===== config.mk =====
export PLATFORM = sky130hd
export DESIGN_NAME = gene_stepper
export DESIGN_NICKNAME = d
export VERILOG_FILES = /design/src/rtl/gene_stepper.sv
export SDC_FILE = /design/constraint.sdc
export NUM_CORES = 1
export LEC_CHECK = 0
export ABC_AREA = 1
export BUFFER_PORTS_ARGS = -buffer_cell sky130_fd_sc_hd__buf_2
export CAP_MARGIN = 20
export CORE_MARGIN = 1.5
export CORE_UTILIZATION = 35
export CTS_BUF_LIST = sky130_fd_sc_hd__clkbuf_8 sky130_fd_sc_hd__clkbuf_16
export DETAILED_ROUTE_END_ITERATION = 10
export GPL_TIMING_DRIVEN = 0
export PLACE_DENSITY_LB_ADDON = 0.05
export SLEW_MARGIN = 10
export SYNTH_ARGS = -nofsm -noshare
export SYNTH_HDL_FRONTEND = slang
export SYNTH_SLANG_ARGS = --single-unit

===== constraint.sdc =====
create_clock -name clk -period 4.08 [get_ports clk]
set_clock_uncertainty 0.2 [all_clocks]
set_input_delay 0.816 -clock clk [delete_from_list [all_inputs] [get_ports clk]]
set_output_delay 0.816 -clock clk [all_outputs]
set_load 0.01 [all_outputs]

===== src/rtl/gene_stepper.sv =====
// Boolean gene-network stepper: iterates x <- f(x) under per-gene activator/inhibitor masks,
// handing each state downstream over a valid/ready handshake until a fixed point or step limit.
module gene_stepper #(
    parameter int unsigned N         = 8,
    parameter int unsigned MAX_STEPS = 16,
    parameter int unsigned CW        = 5
) (
    input  logic                 clk,
    input  logic                 rst_n,
    input  logic                 cfg_we_i,
    input  logic [$clog2(N)-1:0] cfg_idx_i,
    input  logic [N-1:0]         cfg_act_i,
    input  logic [N-1:0]         cfg_inh_i,
    input  logic                 start_i,
    input  logic [N-1:0]         init_i,
    input  logic                 abort_i,
    output logic [N-1:0]         x_o,
    output logic                 x_valid_o,
    input  logic                 x_ready_i,
    output logic [CW-1:0]        step_o,
    output logic                 done_o,
    output logic                 fixed_o
);

    typedef enum logic [1:0] {StIdle, StRun, StDone} state_e;

    state_e         state_q, state_d;
    logic [N-1:0]   act_q [N];
    logic [N-1:0]   inh_q [N];
    logic [N-1:0]   x_q, x_d, next_x;
    logic [CW-1:0]  step_q, step_d;
    logic           valid_q, valid_d;
    logic           done_q, done_d;
    logic           fixed_q, fixed_d;
    logic           xfer, at_fixed, at_limit, cfg_ok;

    assign xfer     = (state_q == StRun) && valid_q && x_ready_i;
    assign at_fixed = (next_x == x_q);
    assign at_limit = (step_q == CW'(MAX_STEPS - 1));
    assign cfg_ok   = (state_q == StIdle) && cfg_we_i && (32'(cfg_idx_i) < N);

    // A gene with an empty activator mask holds its own value unless inhibited.
    always_comb begin
        next_x = '0;
        for (int i = 0; i < N; i++) begin
            next_x[i] = ((act_q[i] != '0) ? |(x_q & act_q[i]) : x_q[i])
                        & ~|(x_q & inh_q[i]);
        end
    end

    always_ff @(posedge clk or negedge rst_n) begin
        if (!rst_n) begin
            for (int i = 0; i < N; i++) begin
                act_q[i] <= '0;
                inh_q[i] <= '0;
            end
        end else if (cfg_ok) begin
            act_q[cfg_idx_i] <= cfg_act_i;
            inh_q[cfg_idx_i] <= cfg_inh_i;
        end
    end

    always_ff @(posedge clk or negedge rst_n) begin
        if (!rst_n) begin
            state_q <= StIdle;
        end else begin
            state_q <= state_d;
        end
    end

    always_comb begin
        state_d = state_q;
        if (abort_i) begin
            state_d = StIdle;
        end else begin
            unique case (state_q)
                StIdle:  if (start_i) state_d = StRun;
                StRun:   if (xfer && (at_fixed || at_limit)) state_d = StDone;
                StDone:  if (start_i) state_d = StRun;
                default: state_d = StIdle;
            endcase
        end
    end

    // Abort outranks start, and start outranks a transfer (start is only honoured outside RUN).
    always_comb begin
        x_d     = x_q;
        step_d  = step_q;
        valid_d = valid_q;
        done_d  = done_q;
        fixed_d = fixed_q;
        if (abort_i) begin
            valid_d = 1'b0;
            done_d  = 1'b0;
            fixed_d = 1'b0;
        end else if (start_i && (state_q != StRun)) begin
            x_d     = init_i;
            step_d  = '0;
            valid_d = 1'b1;
            done_d  = 1'b0;
            fixed_d = 1'b0;
        end else if (xfer) begin
            if (at_fixed) begin
                valid_d = 1'b0;
                done_d  = 1'b1;
                fixed_d = 1'b1;
            end else if (at_limit) begin
                x_d     = next_x;
                step_d  = CW'(MAX_STEPS);
                valid_d = 1'b0;
                done_d  = 1'b1;
                fixed_d = 1'b0;
            end else begin
                x_d    = next_x;
                step_d = step_q + CW'(1);
            end
        end
    end

    always_ff @(posedge clk or negedge rst_n) begin
        if (!rst_n) begin
            x_q     <= '0;
            step_q  <= '0;
            valid_q <= 1'b0;
            done_q  <= 1'b0;
            fixed_q <= 1'b0;
        end else begin
            x_q     <= x_d;
            step_q  <= step_d;
            valid_q <= valid_d;
            done_q  <= done_d;
            fixed_q <= fixed_d;
        end
    end

    assign x_o       = x_q;
    assign step_o    = step_q;
    assign x_valid_o = valid_q;
    assign done_o    = done_q;
    assign fixed_o   = fixed_q;

endmodule

==> metrics.md, run 1 <==
| Metric | Value |
|---|---|
| Outcome | finished clean |
| Sequential area share after synthesis | 52.4% |
| Syn-to-layout area delta | 18.6% |
| Cell with the most instances after synthesis | nand2_1 |
| Clock Tree Root | clkbuf_16 |
| Yosys warns | 0 |
| CP most frequent cell | nand2_1 |
| Critical path class | in2reg |
| Synth cell count leaders | 337 x nand2_1, 146 x dfrtp_1, 114 x o21ai_0 |
| Design Power | ~0.0057 W |
| Minimum clock period | around 2.6 ns |
| Ys flop type | dfrtp_1 |
| N_diodes | 0 |
| Share of cells above drive strength 1 | 11.5% |
| Initial core utilization | 35.8% |
| Cell Chain, Critical Path | buf_2 -> nand2_1 -> nor2_1 -> nand2_1 -> nor3_1 -> clkbuf_1 -> a21oi_1 |
| Clock Pin Slew Worst Setup and Hold Paths | 0.06 ns |
| Routed via count | approximately 6.1k |
| CTS Buf Count | 17 |
| Library cells used by synthesis | 26 |
| Resized Gates After CTS | 0 |
| Placed cell area | 7580 um^2 |
| Fin util | between 40% and 50% |
| Cts hold-fix bufs | 0 |
| Ys async rst share | 100% |
| IO buf count | 48 |
| CTS tree | built |
| Buffers & Inverters on Critical Path | 2 |
| Pins Over Slew Limit | 0 |
| Endpoint class of the critical path | flop |
| Final period util | between 60% and 70% |
| Residual DRC | 0 |
| Crit-path slowest cell | nor3_1 |
| Top post-synthesis cells by area | dfrtp_1 52%, nand2_1 18%, o21ai_0 8.2% |
| Synth Instances | 892 |
| Synthesized flop and latch total | 146 |
| Design Area, Final | 8260 um^2 |
| DRT Wirelength | approximately 23,000 um |
| Pint | 0.00364 W |
| Comb power frac | 31.6% |
| Row cnt | 51 |
| Critical Path RT | between 4 and 5 ns |
| Final setup vio count | 0 |
| CTS H-Tree Depth | 4 |
| First-pass DRT Iterations | 6 |
| Core ar. | 19,500 um^2 |
| Net count, final | 995 |
| Reg power frac | 36.1% |
| Avg Cell Area, Syn | 7.81 um^2 |
| Global Route Usage Sum | 24.1% |
| Routability Congestion | 0.808 |
| Worst vdd ir | 345 uV |
| Antenna-violating nets left | 0 |
| Global-route wire length before repair | 35,500 um |
| Slew at the pin with the worst max-slew slack | 0.724 ns |
| Avg WL per Cell | 18.8 um |
| Initial antenna violation count | 0 |
| P_leak | 4.06 nW |
| RSZ-0062 raised after global routing | no |
| Postcts setup bufs | 0 |
| CP Launch Type | input port |
| Crit path largest cell delay | 0.57 ns |
| EDFF count, synth | 0 |
| IO Count | 49 |
| Rel. slew slack | between 50 and 60% |
| Hold Path Class | in2async |
| CP max FO | 10 |
| Sw power | approximately 0.002 W |
| Max-cap violations | 0 |
| Critical Path AT | between 2 and 3 ns |
| Die Width | 144 um |
| Syn Nets | 927 |
| Vias in the first global route | 5,834 |
| Clock power share | 32.3% |
| Die height | 144 um |
| Switching share of power | 36.0% |
| Synth top area share | 52.4% |
| Fmax | 0.387 GHz |
| Delay-heaviest family, CP | simple AND/OR/NAND/NOR gates |
| Clock latency at the later pin of the worst-skew pair | 0.43 ns |
| Via/cell ratio | roughly 4.9 |
| Biggest area consumer among synthesized cells | dfrtp_1 |
| Clk sink count | 146 |
| Gr ovfl total | 0 |
| DP Wirelength | 15,200 um |
| PD cells | 688 nW/um^2 |
| Die area | slightly above 20,000 um^2 |
| Max Buffers Root-to-Sink | 2 |
| DRT iter0 DRCs | 417 |
| Mapped Area | 6970 um^2 |
| Fin. Hold Viols | 0 |
| Largest net degree at the start of global routing | 77 |
==> cells in the final DEF (no fill, tap or decap), drive strengths merged, types with 3 or more instances in the layout <==
master  synthesis  routed
inv            54      56
clkinv          1       4
nand2         344     344
nand3          28      28
nand4          34      34
bufinv          0       6
o21ai         114     114
dfrtp         146     146
clkbuf         23      44
nor3            3       3
a21oi          28      28
nor2           90      90
buf            20      69
==> state kept, by name, summed over array words and instances (netlist names) <==
| name | flops |
|---|---|
| fixed_o | 1 |
| x_valid_o | 1 |
| step_o | 5 |
| done_o | 1 |
| act_q | 64 |
| x_o | 8 |
| inh_q | 64 |
| state_q | 2 |
==> per-layer routing <==
layer / track usage [%] / up-vias / routed length (um) / part of all wire, %
li1: - / 3002 / - / -
met1: 33.3 / 2931 / 11100 / 48
met2: 39.0 / 134 / 10900 / 47
met3: 3.84 / 26 / 923 / 4.0
met4: 6.71 / 0 / 388 / 1.7
met5: 0 / - / 0 / 0
==> power groups by stage <==
stage	sequential (W)	combinational (W)	clock (W)
detailed placement	0.00207	0.00182	0
global placement	0.00207	0.00180	0
finish	0.00205	0.00180	0.00184
CTS	0.00205	0.00182	0.00186
floorplan	0.00204	0.00116	0
global route	0.00210	0.00203	0.00192
==> layout make-up <==
class,instances,area (um^2)
Buffer,44,310
Clock buffer,21,480
Clock inverter,11,206
Fill cell,2037,11200
Inverter,55,206
Multi-Input combinational cell,647,2800
Sequential cell,146,3650
Tap cell,265,332
Timing Repair Buffer,49,278
==> path summary, 6_finish.rpt <==
kind / start / end / slack (ns) / cells after the start
setup reg to reg: state_q[1] / act_q[36] / 1.52 / 7
hold / removal: rst_n / act_q[28] / 0.13 / 1
setup / recovery: cfg_we_i / act_q[36] / 1.50 / 7
max in group asynchronous: rst_n / inh_q[48] / 2.77 / 2
min in group clk: fixed_o / fixed_o / 0.27 / 2
hold reg to reg: fixed_o / fixed_o / 0.27 / 2
==> metrics by stage <==
stage,hold slack [ns],setup slack (ns),std cells,setup TNS [ns]
global placement,0.260,-0.410,1205,-57.76
detailed placement,0.260,1.04,1206,0
global route,0.190,1.26,1238,0
finish,0.130,1.50,1238,0
CTS,0.171,1.47,1238,0
floorplan,0.253,1.85,892,0
==> kinds of logic after synthesis <==
family	count (synthesis)	share of synthesized area [%]
adder cells (fa/ha/maj)	2	0.359
XOR/XNOR	1	0.126
buffers and inverters	99	7.42
flip-flops	146	52.4
AND/OR/NAND/NOR	500	29.3
AO/OA/AOI/OAI	144	10.4
(Power assumes the default switching activity.)
==> run 2: changes to the inputs <==
- ABC_AREA: 1 -> 0
- clock period: 4.08 -> 2.3 ns (I/O delays scaled with it)
==> run 2 against run 1 <==
Count of clock-buffer cells in the layout decreased by 3; hold slack worse by 0.045 ns; cell count decreased by 25%; largest cell class unchanged; sequential share of layout area fell by 3.7 points; setup slack worse by 2.2 ns; power increased by 110%; clock power up 57%; the run now ends with setup timing left.
==> metrics.md, run 2 <==
| Metric | Value |
|---|---|
| Outcome | complete, but fails checks (was finished clean) |
| Failing checks | setup timing |
| RSZ-0062 raised after global routing | yes (was no) |
| Avg WL per Cell | 23.5 um (was 18.8 um) |
| Synth Instances | 528 (was 892) |
| EDFF count, synth | 0 (unchanged) |
| DP Wirelength | 13,800 um (was 15,200 um) |
| Library cells used by synthesis | 47 (was 26) |
| Critical Path AT | 3.10 ns (was 2.66 ns) |
| Global-route wire length before repair | 32,100 um (was 35,500 um) |
| Fillers | 1,707 (was 2,037) |
| Fmax | 0.334 GHz |
| Clk sink count | 146 (unchanged) |
| Placed cell area | 7480 um^2 (was 7580 um^2) |
| Placed cells | 837 (was 1,206) |
| WHS Path Cells | 2 |
| Row cnt | 50 (was 51) |
| PD cells | 1300 nW/um^2 (was 688 nW/um^2) |
| Setup WS post-layout | -0.695 ns (was 1.50 ns) |
| Minimum clock period | 2.99 ns |
| Syn Nets | 563 (was 927) |
| Vias in the first global route | 5,028 (was 5,834) |
| First-pass DRT Iterations | 4 (was 6) |
| N_diodes | 0 (unchanged) |
| Most common cell after layout, fill and taps aside | dfrtp_1 (was nand2_1) |
| Net count, final | 687 (was 995) |
| Syn-to-layout area delta | 32.9% (was 18.6%) |
| WHS | 0.0854 ns (was 0.130 ns) |
| Die Width | 142 um (was 144 um) |
| Final cell count without fillers | 923 (was 1,238) |
| P_leak | 3.92 nW (was 4.06 nW) |
| R2r setup slk | -0.69 ns (was 1.52 ns) |
| Sequential area share after synthesis | 53.8% (was 52.4%) |
| Top post-synthesis cells by area | dfrtp_1 54%, mux2_2 21%, a22oi_1 5.6% (was dfrtp_1 52%, nand2_1 18%, o21ai_0 8.2%) |
| Delay-heaviest family, CP | compound AO/OA/AOI/OAI gates (was simple AND/OR/NAND/NOR gates) |
| Endpoint class of the critical path | flop (unchanged) |
| Cell with the most instances after synthesis | dfrtp_1 (was nand2_1) |
| R2R Path End | x_o[7] (was act_q[36]) |
| Most frequent cells in the layout | 146 x dfrtp_1, 129 x mux2_2, 52 x buf_4 (was 337 x nand2_1, 146 x dfrtp_1, 114 x o21ai_0) |
| Critical path class | reg2reg (was in2reg) |
| Yosys warns | 0 (unchanged) |
| Largest net degree at the start of global routing | 105 (was 77) |
| Core ar. | 18,800 um^2 (was 19,500 um^2) |
| Antenna-violating nets left | 0 (unchanged) |
| Routed via count | 5,066 (was 6,093) |
| Clock Pin Slew Worst Setup and Hold Paths | 0.06 ns (about the same) |
| Pins Over Slew Limit | 0 (unchanged) |
| Clock Tree Root | clkbuf_16 (unchanged) |
| Clock latency at the later pin of the worst-skew pair | 0.43 ns (about the same) |
| Die height | 142 um (was 144 um) |
| Critical Path RT | 2.40 ns (was 4.16 ns) |
| Design Area, Final | 9020 um^2 (was 8260 um^2) |
| Crit-path slowest cell | dfrtp_1 (was nor3_1) |
| Global Route Usage Sum | 22.2% (was 24.1%) |
| Die area | 20,200 um^2 (was 20,800 um^2) |
| Avg Cell Area, Syn | 12.9 um^2 (was 7.81 um^2) |
| Rel. slew slack | 58.0% (was 51.3%) |
| Residual DRC | 0 (unchanged) |
| Routability Congestion | 0.818 (was 0.808) |
| Synth cell count leaders | 146 x dfrtp_1, 129 x mux2_2, 51 x a22oi_1 (was 337 x nand2_1, 146 x dfrtp_1, 114 x o21ai_0) |
| Biggest area consumer among synthesized cells | dfrtp_1 (unchanged) |
| Fin. Hold Viols | 0 (unchanged) |
| Ys flop type | dfrtp_1 (unchanged) |
| CTS H-Tree Depth | 4 (unchanged) |
| DRT Wirelength | 21,700 um (was 23,300 um) |
| Max Buffers Root-to-Sink | 2 (unchanged) |
| Ys async rst share | 100% (unchanged) |
| Cell Chain, Critical Path | clkbuf_16 -> clkbuf_16 -> a22oi_2 -> nand4_1 -> a31oi_4 -> xnor2_2 -> nand4_1 -> o31a_1 -> buf_6 -> mux2_4 (was buf_2 -> nand2_1 -> nor2_1 -> nand2_1 -> nor3_1 -> clkbuf_1 -> a21oi_1) |
| IO Count | 49 (unchanged) |
| Final period util | 130% |
| IO buf count | 48 (unchanged) |
| Fin util | 47.9% (was 42.5%) |
| Worst hold endpoint | fixed_o |
| Worst r2r path cells | 10 (was 7) |
| Critical hold path startpoint | abort_i |
| DRT iter0 DRCs | 300 (was 417) |
| CTS tree | built (unchanged) |
| Worst vdd ir | 560 uV (was 345 uV) |
| Synthesized flop and latch total | 146 (unchanged) |
| Mapped Area | 6790 um^2 (was 6970 um^2) |
| Buffers & Inverters on Critical Path | 3 (was 2) |
| Synth top area share | 53.8% (was 52.4%) |
| Crit path largest cell delay | 0.40 ns (was 0.57 ns) |
| CP Launch Type | flop (was input port) |
| CTS Buf Count | 17 (unchanged) |
| Initial antenna violation count | 0 (unchanged) |
| Share of cells above drive strength 1 | 53.2% (was 11.5%) |
| Max-cap violations | 0 (unchanged) |
| Slew at the pin with the worst max-slew slack | 0.630 ns (was 0.724 ns) |
| Final setup vio count | 18 (was 0) |
| R2R Path Start | x_o[7] (was state_q[1]) |
| Hold Path Class | in2reg (was in2async) |
| Initial core utilization | 36.0% (was 35.8%) |
| CP max FO | 8 (was 10) |
| Gr ovfl total | 0 (unchanged) |
| Via/cell ratio | 5.49 (was 4.92) |
run 2: cell count changes after synthesis, sizes merged, moves of 20 or more:
cell   before  now
nand4      34   14
a21oi      28    6
o21ai     114    8
nand3      28    5
a22oi       0   51
nor2       90   19
mux2        0  136
nand2     344   32
inv        54    4
run 2: repair_timing:
item                                   4_1_cts  5_1_grt
gates resized for setup                     49       54
hold buffers                                 1        0
gates cloned                                 2        1
pin swaps                                   13       21
setup endpoints to repair                  146       88
buffers inserted                            24       31
endpoints found under the hold margin       42        0
run 2: logic make-up (layout without fill, tap and decap cells):
logic type	count (synthesis)	count (layout)	share of synthesized area [%]
fa+ha+maj	2	2	0.369
simple gates	110	110	9.59
buf+inv	32	167	2.01
mux	136	136	23.0
xor+xnor	4	4	0.516
compound gates	98	98	10.7
flops	146	146	53.8
run 2: routing by layer:
metal  up-vias  GRT usage [%]  part of all wire [%]
met5         -              0                     0
met2        99           35.6                    48
met3        15           3.94                   3.9
met4         0           5.81                   1.1
met1      2683           31.0                    47
li1       2269              -                     -
run 2: how the worst max path moves through the flow:
| stage | slack [ns] | endpoint | from | cells after the start |
|---|---|---|---|---|
| floorplan | -0.32 | x_o[0] | act_q[6] | 8 |
| global placement | -1.55 | act_q[24] | rst_n | 1 |
| detailed placement | -1.04 | x_o[7] | x_o[5] | 10 |
| CTS | -0.62 | x_o[6] | act_q[19] | 8 |
| global route | -0.76 | x_o[1] | x_o[0] | 10 |
| finish | -0.69 | x_o[7] | x_o[7] | 10 |
run 2: layout make-up:
type | count | area, um^2 | share of cell area [%]
Clock inverter | 12 | 166 | 1.85
Clock buffer | 18 | 439 | 4.87
Timing Repair Buffer | 107 | 777 | 8.62
Inverter | 4 | 15.0 | 0.166
Multi-Input combinational cell | 350 | 3300 | 36.5
Sequential cell | 146 | 3650 | 40.5
Buffer | 26 | 347 | 3.84
Tap cell | 260 | 325 | 3.61
run 2: metrics by stage:
stage,worst slack (ns),setup TNS (ns),power [W]
floorplan,-0.321,-2.86,0.00597
global placement,-1.55,-294.46,0.00714
detailed placement,-1.04,-75.54,0.00721
CTS,-0.617,-9.60,0.0108
global route,-0.760,-11.37,0.0122
finish,-0.695,-10.27,0.0117
run 2: where the power goes:
part	total [W]	switching (W)	internal (W)
sequential	0.00377	0.000509	0.00326
clock	0.00289	0.00107	0.00182
combinational	0.00503	0.00243	0.00260
==> run 3: changes to the inputs <==
- SETUP_SLACK_MARGIN: unset -> 0.4
==> run 3 against run 2 <==
The flow still finishes with violations (setup timing); critical path depth is the same; final area grew 12%; clock power is essentially flat; sequential share of layout area shrank 4.4 points; largest power group unchanged; sequential power is essentially flat.
==> metrics.md, run 3 (synthesis results as in run 2) <==
| Metric | Value |
|---|---|
| Endpoint class of the critical path | flop (unchanged) |
| Pint | 0.00797 W (was 0.00768 W) |
| Comb power frac | 44.1% (was 43.0%) |
| IO Count | 49 (unchanged) |
| P_leak | 4.74 nW (was 3.92 nW) |
| Final setup vio count | 18 (unchanged) |
| Clk sink count | 146 (unchanged) |
| PD cells | 1190 nW/um^2 (was 1300 nW/um^2) |
| CP Depth | 10 (unchanged) |
| Max Buffers Root-to-Sink | 2 (unchanged) |
| Initial core utilization | 36.0% (unchanged) |
| WHS Path Cells | 2 (unchanged) |
| CP most frequent cell | nand4_1 |
| R2r setup slk | -0.64 ns (was -0.69 ns) |
| Clock power share | 24.3% (was 24.7%) |
| WHS | 0.0967 ns (was 0.0854 ns) |
| Clock Pin Slew Worst Setup and Hold Paths | 0.06 ns (about the same) |
| Switching share of power | 33.6% (was 34.3%) |
| Fillers | 1,620 (was 1,707) |
| Worst vdd ir | 560 uV (about the same) |
| Via/cell ratio | 5.51 (was 5.49) |
| Fin. Hold Viols | 0 (unchanged) |
| Crit path largest cell delay | 0.40 ns (about the same) |
| DRT Wirelength | 23,200 um (was 21,700 um) |
| First-pass DRT Iterations | 5 (was 4) |
| Outcome | complete, but fails checks (unchanged) |
| Routed via count | 5,241 (was 5,066) |
| R2R Path Start | x_o[7] (unchanged) |
| Delay-heaviest family, CP | compound AO/OA/AOI/OAI gates (unchanged) |
| Die Width | 142 um (unchanged) |
| CTS Buf Count | 17 (unchanged) |
| R2R Path End | x_o[3] (was x_o[7]) |
| Critical Path AT | 3.05 ns (was 3.10 ns) |
| Crit-path slowest cell | dfrtp_1 (unchanged) |
| Initial antenna violation count | 0 (unchanged) |
| Core ar. | 18,800 um^2 (unchanged) |
| Fmax | 0.340 GHz (was 0.334 GHz) |
| RSZ-0062 raised after global routing | yes (unchanged) |
| DRT iter0 DRCs | 313 (was 300) |
| Die height | 142 um (unchanged) |
| Largest net degree at the start of global routing | 97 (was 105) |
| CTS tree | built (unchanged) |
| Critical Path RT | 2.40 ns (about the same) |
| Critical path class | reg2reg (unchanged) |
| Hold Path Class | in2reg (unchanged) |
| CP max FO | 10 (was 8) |
| Placed cell area | 7550 um^2 (was 7480 um^2) |
| Most frequent cells in the layout | 143 x dfrtp_1, 133 x mux2_4, 47 x buf_2 (was 146 x dfrtp_1, 129 x mux2_2, 52 x buf_4) |
| Syn-to-layout area delta | 49.1% (was 32.9%) |
| CP Launch Type | flop (unchanged) |
| Gr ovfl total | 0 (unchanged) |
| Critical hold path startpoint | abort_i (unchanged) |
| Worst hold endpoint | x_valid_o (was fixed_o) |
| Sw power | 0.00403 W (was 0.00401 W) |
| IO buf count | 48 (unchanged) |
| N_diodes | 0 (unchanged) |
| Pins Over Slew Limit | 0 (unchanged) |
| Design Area, Final | 10,100 um^2 (was 9020 um^2) |
| Final period util | 128% (was 130%) |
| Slew at the pin with the worst max-slew slack | 0.791 ns (was 0.630 ns) |
| Net count, final | 713 (was 687) |
| Global-route wire length before repair | 33,400 um (was 32,100 um) |
| Routability Congestion | 0.785 (was 0.818) |
| Design Power | 0.0120 W (was 0.0117 W) |
| Avg WL per Cell | 24.4 um (was 23.5 um) |
| Row cnt | 50 (unchanged) |
| Reg power frac | 31.6% (was 32.2%) |
| Max-cap violations | 0 (unchanged) |
| Rel. slew slack | 47.1% (was 58.0%) |
| Clock latency at the later pin of the worst-skew pair | 0.43 ns (about the same) |
| Clock Tree Root | clkbuf_16 (unchanged) |
| Setup WS post-layout | -0.644 ns (was -0.695 ns) |
| Most common cell after layout, fill and taps aside | dfrtp_1 (unchanged) |
| CTS H-Tree Depth | 4 (unchanged) |
| Worst r2r path cells | 10 (unchanged) |
| Failing checks | setup timing (unchanged) |
| Share of cells above drive strength 1 | 55.1% (was 53.2%) |
| Global Route Usage Sum | 22.9% (was 22.2%) |
| DP Worst Slack | -1.01 ns (was -1.04 ns) |
| Antenna-violating nets left | 0 (unchanged) |
| Residual DRC | 0 (unchanged) |
| Vias in the first global route | 5,244 (was 5,028) |
| Minimum clock period | 2.94 ns (was 2.99 ns) |
| Die area | 20,200 um^2 (unchanged) |
| DP Wirelength | 13,600 um (was 13,800 um) |
| Cell Chain, Critical Path | clkbuf_16 -> buf_8 -> a22oi_1 -> nand4_1 -> a31oi_4 -> xnor2_2 -> nand4_1 -> o31a_1 -> buf_6 -> mux2_4 (was clkbuf_16 -> clkbuf_16 -> a22oi_2 -> nand4_1 -> a31oi_4 -> xnor2_2 -> nand4_1 -> o31a_1 -> buf_6 -> mux2_4) |
| Buffers & Inverters on Critical Path | 3 (unchanged) |
run 3: routing by layer:
metal	share of wire (%)	global-route usage, %	vias to the layer above
li1	-	-	2322
met1	48	32.8	2755
met2	44	34.5	140
met3	5.7	5.42	24
met4	1.6	6.57	0
met5	0	0	-
run 3: area by class of cell:
type	instances	area [um^2]	share of cell area (%)
buffer	28	512	5.06
clock buffer	17	425	4.20
clock inverter	15	191	1.89
inverter	4	15.0	0.148
multi-input combinational	350	3810	37.7
sequential	146	3660	36.1
tap	260	325	3.21
timing repair buffer	131	1180	11.7
run 3: metrics by stage:
stage / util (%) / cells / TNS (ns)
after floorplan: - / 528 / -2.86
after global placement: 39.9 / 836 / -249.67
after detailed placement: 40.1 / 837 / -18.01
after CTS: 49.0 / 906 / -8.98
after global routing: 53.7 / 951 / -11.34
final: 53.7 / 951 / -9.29
run 3: power groups by stage:
| stage | Clock (W) | Sequential (W) | Combinational, W |
|---|---|---|---|
| 3_3_place_gp | 0 | 0.00374 | 0.00340 |
| 6_report | 0.00292 | 0.00379 | 0.00529 |
| 4_1_cts | 0.00296 | 0.00373 | 0.00434 |
| 2_1_floorplan | 0 | 0.00365 | 0.00233 |
| 5_1_grt | 0.00310 | 0.00388 | 0.00561 |
| 3_5_place_dp | 0 | 0.00376 | 0.00345 |
run 3: how the worst max path moves through the flow:
| stage | start | endpoint |
|---|---|---|
| 6_report | x_o[7] | x_o[3] |
| 5_1_grt | x_o[4] | x_o[3] |
| 4_1_cts | act_q[0] | x_o[3] |
| 3_5_place_dp | x_o[5] | x_o[3] |
| 3_3_place_gp | rst_n | act_q[28] |
| 2_1_floorplan | act_q[6] | x_o[0] |
run 3: worst reg2reg max path, delay by kind of cell (launching register included):
family          cells  cell delay, ns
compound gates      3            0.84
buf+inv             3            0.49
simple gates        2            0.43
flops               1            0.40
mux                 1            0.30
xor+xnor            1            0.16
run 3: what timing repair did:
action	CTS	global route
resized for setup	168	114
setup buffers	31	40
endpoints found under the hold margin	50	0
pin swaps	14	10
gates cloned	5	5
setup endpoints to repair	121	122
hold buffers	1	0
